File: src/rtl/mcc_data_parse_pkg.sv
// -----------------------------------------------------------------------------
// mcc_data_parse_pkg
//
// Receive-side parser for MCC messages. Once a UDP datagram payload sits in the
// rx payload RAM, this block reads it back one 32-bit word at a time, checks
// the 16-byte header, and (for a command) forwards the payload words. Each
// packet produces exactly one single-cycle response request: ack, nack or
// status-request with a 3-bit option code.
//
// Header words: 0 = payload byte length (header excluded), 1 = sequence,
//               2 = reserved, 3 = message ID, 4.. = payload.
//
// Ports
//   i_sys_clk                  system clock, rising edge
//   i_rst_n                    asynchronous active-low reset
//   i_rx_pkg_done              1-cycle pulse: datagram is in the rx RAM
//   i_rx_pkg_length            datagram byte count, valid with done
//   o_ram_rd_en/o_ram_rd_addr  rx RAM read port (address held when idle)
//   i_ram_rd_data              rx RAM data, 1 cycle after the read enable
//   o_cmd_wr_en/addr/data      command payload word strobe, index and word
//   o_cmd_valid                1-cycle pulse: full command forwarded
//   o_req_ack_start_en         1-cycle ack request
//   o_req_nack_start_en        1-cycle nack request
//   o_status_request_start_en  1-cycle status request
//   o_status_request_data      status option, held until the next status pulse
//   o_parse_busy               a packet is being processed
//   o_last_seq                 sequence of the last header that passed checks
//   o_rx_pkg_cnt               acked/status packets (saturating)
//   o_rx_err_cnt               nacked packets (saturating)
//   o_rx_overrun               1-cycle pulse: done arrived while busy (dropped)
// -----------------------------------------------------------------------------
module mcc_data_parse_pkg #(
    parameter int RAM_AW            = 9,
    parameter int CMD_WORDS         = 6,
    parameter int MSG_ID_STATUS_REQ = 100,
    parameter int MSG_ID_COMMAND    = 101,
    parameter int MAX_PAYLOAD_BYTES = 256
) (
    input  logic              i_sys_clk,
    input  logic              i_rst_n,
    input  logic              i_rx_pkg_done,
    input  logic [15:0]       i_rx_pkg_length,
    output logic              o_ram_rd_en,
    output logic [RAM_AW-1:0] o_ram_rd_addr,
    input  logic [31:0]       i_ram_rd_data,
    output logic              o_cmd_wr_en,
    output logic [7:0]        o_cmd_wr_addr,
    output logic [31:0]       o_cmd_wr_data,
    output logic              o_cmd_valid,
    output logic              o_req_ack_start_en,
    output logic              o_req_nack_start_en,
    output logic              o_status_request_start_en,
    output logic [2:0]        o_status_request_data,
    output logic              o_parse_busy,
    output logic [31:0]       o_last_seq,
    output logic [15:0]       o_rx_pkg_cnt,
    output logic [15:0]       o_rx_err_cnt,
    output logic              o_rx_overrun
);

    typedef enum logic [2:0] {
        S_IDLE,
        S_RD_HDR,
        S_CHECK,
        S_RD_PAYLOAD,
        S_RESP,
        S_DONE
    } state_t;

    state_t              r_state;
    state_t              w_next;

    logic [2:0]          r_hdr_cnt;     // RD_HDR step: 0..3 issue reads, 4 captures word3
    logic [7:0]          r_issue;       // payload reads issued so far
    logic [15:0]         r_rx_len;
    logic                r_err;
    logic                r_rd_vld;      // read data is on i_ram_rd_data this cycle
    logic [7:0]          r_rd_idx;      // header or payload index of that data
    logic [RAM_AW-1:0]   r_addr_hold;
    logic [31:0]         r_last_seq;
    logic [15:0]         r_pkg_cnt;
    logic [15:0]         r_err_cnt;
    logic                r_overrun;
    logic [2:0]          r_status_data;

    logic [31:0]         r_word0;
    logic [31:0]         r_seq;
    logic [31:0]         r_msg_id;

    logic                w_rd_en;
    logic [RAM_AW-1:0]   w_rd_addr;
    logic [7:0]          w_rd_idx;
    logic                w_is_status;
    logic                w_is_cmd;
    logic [16:0]         w_len_sum;
    logic [7:0]          w_pay_words;
    logic                w_bad;

    function automatic logic [15:0] sat_inc16(input logic [15:0] v);
        return (v == 16'hFFFF) ? v : v + 16'd1;
    endfunction

    // Header decode, evaluated during CHECK from the captured words.
    assign w_is_status = (r_msg_id == 32'(MSG_ID_STATUS_REQ));
    assign w_is_cmd    = (r_msg_id == 32'(MSG_ID_COMMAND));
    // Only the low 16 bits take part in the sum; anything larger is already
    // rejected by the MAX_PAYLOAD_BYTES bound, so the 17-bit sum never wraps.
    assign w_len_sum   = {1'b0, r_word0[15:0]} + 17'd16;
    assign w_pay_words = {1'b0, r_word0[8:2]};

    assign w_bad = (r_word0[1:0] != 2'b00)
                || (r_word0 > 32'(MAX_PAYLOAD_BYTES))
                || ({1'b0, r_rx_len} != w_len_sum)
                || (!w_is_status && !w_is_cmd)
                || (w_is_status && (r_word0 != 32'd4))
                || (w_is_cmd && (r_word0 != 32'(4 * CMD_WORDS)));

    // ---- next state and combinational outputs ----
    always_comb begin
        w_next                    = r_state;
        w_rd_en                   = 1'b0;
        w_rd_addr                 = r_addr_hold;
        w_rd_idx                  = r_rd_idx;
        o_cmd_wr_en               = 1'b0;
        o_cmd_wr_addr             = 8'd0;
        o_cmd_wr_data             = 32'd0;
        o_cmd_valid               = 1'b0;
        o_req_ack_start_en        = 1'b0;
        o_req_nack_start_en       = 1'b0;
        o_status_request_start_en = 1'b0;

        case (r_state)
            S_IDLE: begin
                if (i_rx_pkg_done) begin
                    w_next = S_RD_HDR;
                end
            end
            S_RD_HDR: begin
                if (r_hdr_cnt < 3'd4) begin
                    w_rd_en   = 1'b1;
                    w_rd_addr = RAM_AW'(r_hdr_cnt);
                    w_rd_idx  = 8'(r_hdr_cnt);
                end else begin
                    w_next = S_CHECK;
                end
            end
            S_CHECK: begin
                if (w_bad) begin
                    w_next = S_RESP;
                end else begin
                    // First payload read is issued here so the response lands
                    // 7+P cycles after done.
                    w_rd_en   = 1'b1;
                    w_rd_addr = RAM_AW'(4) + RAM_AW'(r_issue);
                    w_rd_idx  = r_issue;
                    w_next    = S_RD_PAYLOAD;
                end
            end
            S_RD_PAYLOAD: begin
                if (r_issue < w_pay_words) begin
                    w_rd_en   = 1'b1;
                    w_rd_addr = RAM_AW'(4) + RAM_AW'(r_issue);
                    w_rd_idx  = r_issue;
                end
                if (r_rd_vld) begin
                    if (w_is_cmd) begin
                        o_cmd_wr_en   = 1'b1;
                        o_cmd_wr_addr = r_rd_idx;
                        o_cmd_wr_data = i_ram_rd_data;
                    end
                    if (r_rd_idx == w_pay_words - 8'd1) begin
                        w_next = S_RESP;
                    end
                end
            end
            S_RESP: begin
                if (r_err) begin
                    o_req_nack_start_en = 1'b1;
                end else if (w_is_status) begin
                    o_status_request_start_en = 1'b1;
                end else begin
                    o_req_ack_start_en = 1'b1;
                    o_cmd_valid        = 1'b1;
                end
                w_next = S_DONE;
            end
            S_DONE: begin
                w_next = S_IDLE;
            end
            default: begin
                w_next = S_IDLE;
            end
        endcase
    end

    assign o_ram_rd_en           = w_rd_en;
    assign o_ram_rd_addr         = w_rd_addr;
    assign o_parse_busy          = (r_state != S_IDLE);
    assign o_last_seq            = r_last_seq;
    assign o_rx_pkg_cnt          = r_pkg_cnt;
    assign o_rx_err_cnt          = r_err_cnt;
    assign o_rx_overrun          = r_overrun;
    assign o_status_request_data = r_status_data;

    // ---- state register and control ----
    always_ff @(posedge i_sys_clk or negedge i_rst_n) begin
        if (!i_rst_n) begin
            r_state       <= S_IDLE;
            r_hdr_cnt     <= 3'd0;
            r_issue       <= 8'd0;
            r_rx_len      <= 16'd0;
            r_err         <= 1'b0;
            r_rd_vld      <= 1'b0;
            r_rd_idx      <= 8'd0;
            r_addr_hold   <= '0;
            r_last_seq    <= 32'd0;
            r_pkg_cnt     <= 16'd0;
            r_err_cnt     <= 16'd0;
            r_overrun     <= 1'b0;
            r_status_data <= 3'd0;
        end else begin
            r_state   <= w_next;
            r_rd_vld  <= w_rd_en;
            r_overrun <= i_rx_pkg_done && (r_state != S_IDLE);
            if (w_rd_en) begin
                r_rd_idx    <= w_rd_idx;
                r_addr_hold <= w_rd_addr;
            end

            case (r_state)
                S_IDLE: begin
                    if (i_rx_pkg_done) begin
                        r_rx_len  <= i_rx_pkg_length;
                        r_hdr_cnt <= 3'd0;
                        r_issue   <= 8'd0;
                        r_err     <= 1'b0;
                    end
                end
                S_RD_HDR: begin
                    r_hdr_cnt <= r_hdr_cnt + 3'd1;
                end
                S_CHECK: begin
                    r_err <= w_bad;
                    if (!w_bad) begin
                        r_last_seq <= r_seq;
                        r_issue    <= r_issue + 8'd1;
                    end
                end
                S_RD_PAYLOAD: begin
                    if (w_rd_en) begin
                        r_issue <= r_issue + 8'd1;
                    end
                    // A status option word may only use its low 3 bits; the
                    // option register changes only for a good status packet.
                    if (r_rd_vld && w_is_status) begin
                        if (|i_ram_rd_data[31:3]) begin
                            r_err <= 1'b1;
                        end else begin
                            r_status_data <= i_ram_rd_data[2:0];
                        end
                    end
                end
                S_RESP: begin
                    if (r_err) begin
                        r_err_cnt <= sat_inc16(r_err_cnt);
                    end else begin
                        r_pkg_cnt <= sat_inc16(r_pkg_cnt);
                    end
                end
                default: begin
                end
            endcase
        end
    end

    // ---- header word capture (data only, no reset) ----
    always_ff @(posedge i_sys_clk) begin
        if ((r_state == S_RD_HDR) && r_rd_vld) begin
            case (r_rd_idx[1:0])
                2'd0:    r_word0  <= i_ram_rd_data;
                2'd1:    r_seq    <= i_ram_rd_data;
                2'd3:    r_msg_id <= i_ram_rd_data;
                default: begin
                end
            endcase
        end
    end

endmodule

File: config.mk
export PLATFORM = sky130hd
export DESIGN_NAME = mcc_data_parse_pkg
export DESIGN_NICKNAME = d
export VERILOG_FILES = /design/src/rtl/mcc_data_parse_pkg.sv
export SDC_FILE = /design/constraint.sdc
export NUM_CORES = 1
export LEC_CHECK = 0
export BUFFER_PORTS_ARGS = -buffer_cell sky130_fd_sc_hd__buf_2
export CORE_ASPECT_RATIO = 1.2
export CORE_MARGIN = 10
export CORE_UTILIZATION = 50
export DETAILED_ROUTE_END_ITERATION = 8
export PLACE_DENSITY = 0.86
export SYNTH_ARGS = -nofsm -noshare
export SYNTH_HDL_FRONTEND = slang
export SYNTH_SLANG_ARGS = --single-unit
File: constraint.sdc
create_clock -name i_sys_clk -period 2.9 [get_ports i_sys_clk]
set_input_delay 0.58 -clock i_sys_clk [delete_from_list [all_inputs] [get_ports i_sys_clk]]
set_output_delay 0.58 -clock i_sys_clk [all_outputs]
set_load 0.05 [all_outputs]
Yosys cells after proc, flatten, opt, wreduce, memory -nomap -nowiden
Cells that the tools add are included.
- flip-flop bits (word level): 213
- latch bits: 0
- RAM bits: 0
- bits in read-only memories: 0
- bits of input ports: 51
- output and inout bits: 124
- logic and storage cells: 134
- memories: 0
- add/sub/neg operators: 7
- $mul: 0
- div/mod/pow operators: 0
- magnitude comparators: 3
- eq/ne operators: 24
- shift-type cells: 0
- multiplexer cells: 45
- bitwise operators: 5
- reductions and logical operators: 34
- operators with widths (cell ; count):
    32-bit two-way mux ; 3
    8-bit two-way mux ; 9
    32-bit by 7-bit equality test with 1-bit output, second input constant ; 2
    8-bit case mux with 3 select lines ; 2
    16-bit by 1-bit adder with 16-bit output, second input constant ; 2
    16-bit equality test, second input constant ; 2
    32-bit by 9-bit > comparator with 1-bit output, second input constant ; 1
    32-bit by 3-bit != test with 1-bit output, second input constant ; 1
    32-bit by 5-bit != test with 1-bit output, second input constant ; 1
    29-bit OR reduction ; 1
    9-bit two-way mux ; 3
    9-bit case mux with 3 select lines ; 1
    2-bit != test, second input constant ; 10
    3-bit two-way mux ; 6
    16-bit by 5-bit adder with 17-bit output, second input constant ; 1
    1-bit two-way mux ; 17
    16-bit by 17-bit != test with 1-bit output ; 1
    3-bit case mux with 5 select lines ; 1
    2-bit AND reduction ; 6
    4-bit AND reduction ; 3
    3-bit by 8-bit adder with 9-bit output, first input constant ; 1
    3-bit AND reduction ; 3
    3-bit nonzero test ; 3
    8-bit by 1-bit adder with 8-bit output, second input constant ; 1
    20 further kinds ; 37

Depth between registers and ports, before layout
- word-level depth: 10
- depth in mapped cells: 12
- mapped depth without buffers: 9

Least setup slack after synthesis
Ideal clock, no wire load.
- path type: flip-flop to output port
- start point: reg r_word0[12]
- end point: out o_ram_rd_addr[4]
- arrival time: 3.155 ns
- data required time: 2.320 ns
- slack: -0.835 ns
- stages on the path, launching flop included: 9
- path buffers: 1
- path through: edfxtp_1 or4_1 or4_1 nor4_2 nand4_1 o31ai_2 nand2_2 buf_2 mux2i_1
- longest elaborated chain between the ends: 8
- elaborated cells on any way between the ends: 14
- those cells by class: add/sub: 1; order compare: 1; eq/ne: 3; mux: 2; reduce/logical: 7
- RTL lines (what ; RTL line ; source):
    start: declaration ; 86 ; logic [31:0] r_word0;
    start signal: assignment ; 280 ; 2'd0: r_word0 <= i_ram_rd_data;
    16-bit by 5-bit adder with 17-bit output or 32-bit by 9-bit > comparator with 1-bit output (tied branches) ; 108, 112 ;
    16-bit by 17-bit != test with 1-bit output or 1-bit logical OR (tied branches) ; 113, 112 ;
    1-bit logical OR ; 113 ; || ({1'b0, r_rx_len} != w_len_sum)
    1-bit logical OR ; 114 ; || (!w_is_status && !w_is_cmd)
    1-bit logical OR ; 115 ; || (w_is_status && (r_word0 != 32'd4))
    1-bit logical OR * ; 116 ; || (w_is_cmd && (r_word0 != 32'(4 * CMD_WORDS)));
    9-bit two-way mux * ; 148 ; if (w_bad) begin
    9-bit case mux with 3 select lines * ; 132 ; case (r_state)
    end: declaration ; 44 ; output logic [RAM_AW-1:0] o_ram_rd_addr,
Mark *: on every way between the ends. The rest lies on a longest branch, timed or not.

Worst setup path after layout
- start point: reg r_word0[13]
- end point: out o_ram_rd_addr[1]
The elaborated chain is that of the path after synthesis.

==> flow_metrics.env <==
export IMPL_status="finished with violations"
export IMPL_violations="setup timing"
export IMPL_place_area_um2=11500
export IMPL_hold_class="primary input to asynchronous set/reset pin"
export IMPL_ir_drop_v=0.000543
export IMPL_drtIter0Drc=378
export IMPL_synth_seq_cells=213
export IMPL_htree_num_levels=1
export IMPL_drv_cap=0
export IMPL_dp_hpwl_um=17800
export IMPL_ff2ff_path_depth=12
export IMPL_cp_max_fo=8
export IMPL_ys_seq_area_frac=0.604
export IMPL_cts_buffers_inserted=22
export IMPL_grt_max_degree=57
export IMPL_crit_type="register to output pin"
export IMPL_tightest_slew_ns=0.956
export IMPL_grt_pass1_wl_um=42400
export IMPL_die_x_um=147
export IMPL_antenna_found_initial=1
export IMPL_design_area_um2=13300
export IMPL_place_worst_setup_slack_ns=-0.583
export IMPL_yosysWarnings=0
export IMPL_hold_viol=0
export IMPL_holdWs_ns=0.126
export IMPL_antenna_cells=0
export IMPL_clk_latency_ns=0.52
export IMPL_post_drt_wl_per_cell_um=21.9
export IMPL_io_pins=175
export IMPL_path_cells="or4_4 -> or4_4 -> nor4_2 -> nand4_1 -> o31ai_4 -> buf_6 -> nand4b_1 -> o211ai_1 -> buf_4"
export IMPL_relSlewSlack=0.355
export IMPL_synth_top_flop_cell="dfrtp_1"
export IMPL_vias_per_cell=5.63
export IMPL_cp_slowest_cell="or4_4"
export IMPL_slowest_delay_ns=0.53
export IMPL_cp_required_ns=2.32
export IMPL_die_area_um2=25200
export IMPL_arrival_ns=3.42
export IMPL_finalSetupViolations=95
export IMPL_avgSynthCellArea_um2=13.0
export IMPL_synth_top_area_frac=0.304
export IMPL_vias=7212
export IMPL_core_area_um2=18900
export IMPL_mostFrequentLayoutCell="buf_2"
export IMPL_netlist_top_cells_area="dfrtp_1 (30%), edfxtp_1 (30%), mux2_4 (4.7%)"
export IMPL_first_global_vias=7441
export IMPL_critical_path_startpoint_type="register"
export IMPL_p_leak_nw=6.10
export IMPL_ant_nets=0
export IMPL_setup_ws_ns=-1.10
export IMPL_syn_nets=810
export IMPL_period_share=1.38
export IMPL_gr_total_overflow=0
export IMPL_final_cell_mix="buf_2 (119), dfrtp_1 (116), edfxtp_1 (96), buf_4 (75), nand2_1 (53)"
export IMPL_num_rows=55
export IMPL_max_freq_mhz=250
export IMPL_cts_sinks=213
export IMPL_clkTransAtPathRegs_ns=0.06
export IMPL_synth_edff_count=96
export IMPL_cts_buffer_depth=3
export IMPL_cts_tree="yes"
export IMPL_root_buffer="clkbuf_16"
export IMPL_syn_to_final_growth_pct=38.5
export IMPL_nets=1079
export IMPL_cp_common_cell="or4_4"
export IMPL_syn_inst=740
export IMPL_drc=0
export IMPL_yosysTopAreaCell="dfrtp_1"
export IMPL_initial_core_util=0.509
export IMPL_power_density_nw_per_um2=759
export IMPL_gp_congestion=0.864
export IMPL_fillers=1252
export IMPL_numPortBuffers=174
export IMPL_slew_viol_final=0
export IMPL_routed_wl_um=28100
export IMPL_dieHeight_um=172
export IMPL_synth_cell_type_count=61
export IMPL_grt_util_all_layers=0.212
export IMPL_firstDrtPassIters=4
export IMPL_drive_gt1_frac=0.442
export IMPL_rsz0062_at_grt="true"
export IMPL_fin_skew_ns=0.0222
export IMPL_fin_crit_ns=4.00
export IMPL_synthesis_area_um2=9620
export IMPL_endpoint_kind="output pin"
export IMPL_async_flop_share=0.549
[what timing repair did]
action | in CTS | in global routing
resized for setup | 184 | 53
endpoints found under the setup margin | 85 | 98
hold buffers | 0 | 0
setup buffers | 17 | 10
endpoints found under the hold margin | 0 | 0
cloned | 4 | 3
pin swaps | 8 | 12
[area by class of cell]
class                   instances  area, µm²  area share
clock buffers                  31        632      0.0474
clock inverters                 9        143      0.0107
multi-input cells             482       4000       0.300
inverters                      19       73.8     0.00554
repair buffers                271       2350       0.176
well taps                     256        320      0.0240
flip-flops and latches        213       5810       0.436
[cells in the mapped netlist (9+ instances only)]
master    instances
nand4_1          18
and3_1           19
ha_1             19
inv_1            19
xnor2_1          37
nor2_1           29
xor2_1           21
and2_1           43
nor3_1           12
mux2i_1          18
nand3_1          28
a31o_2           10
clkbuf_1         16
edfxtp_1         96
mux2_4           30
a21oi_1          11
nor4_1           22
mux2_2           23
dfrtp_1         117
o21ai_0           9
nand2_1          53
[routing by layer]
metal  part of all wire  GRT usage
met3              0.076     0.0565
met5            0.00025          0
met4              0.028     0.0675
met1               0.38      0.245
met2               0.52      0.377
[kinds of logic after synthesis]
logic type | Yosys count | share of synthesized area
xor+xnor | 58 | 0.0528
flops | 213 | 0.604
simple gates | 266 | 0.152
fa+ha+maj | 19 | 0.0247
mux | 71 | 0.0924
compound gates | 68 | 0.0515
buf+inv | 45 | 0.0224
[state kept, by name, summed over array words and instances (netlist names), 9 cells and up]
register / flops
o_rx_pkg_cnt: 16
o_rx_err_cnt: 16
r_seq: 32
r_word0: 32
r_addr_hold: 9
o_last_seq: 32
r_msg_id: 32
r_rx_len: 16
[through the flow]
stage	setup TNS, ns	total power, W	cells	utilization
3_3_place_gp	-4.21	0.00668	1215	0.607
6_report	-21.31	0.0101	1281	0.704
3_5_place_dp	-5.35	0.00676	1215	0.607
2_1_floorplan	-4.20	0.00584	740	-
4_1_cts	-14.28	0.00992	1275	0.692
5_1_grt	-27.14	0.0106	1281	0.704
[worst max-delay path: cells and delay by family (launching register included)]
| kind | cells | cell delay [ns] |
|---|---|---|
| DFF | 1 | 0.41 |
| and+or+nand+nor | 5 | 1.50 |
| buffers and inverters | 2 | 0.43 |
| AOI/OAI and AO/OA | 2 | 0.56 |
[worst paths after layout]
check	startpoint	end	slack, ns
setup / recovery	r_word0[13]	o_ram_rd_addr[1]	-1.10
hold / removal	i_rst_n	o_rx_err_cnt[4]	0.13
setup reg to reg	r_word0[13]	r_rd_idx[0]	-0.22
hold reg to reg	r_seq[0]	o_last_seq[0]	0.47
max in group asynchronous	i_rst_n	o_last_seq[19]	2.02
min in group i_sys_clk	i_rx_pkg_length[9]	r_rx_len[9]	0.30
[power by group]
group	leakage (nW)	internal, W	switching, W	total [W]
Clock	0.378	0.00180	0.00121	0.00301
Combinational	3.28	0.00125	0.00176	0.00301
Sequential	2.44	0.00369	0.000402	0.00409
No activity file was read; power rests on OpenSTA's default activity.
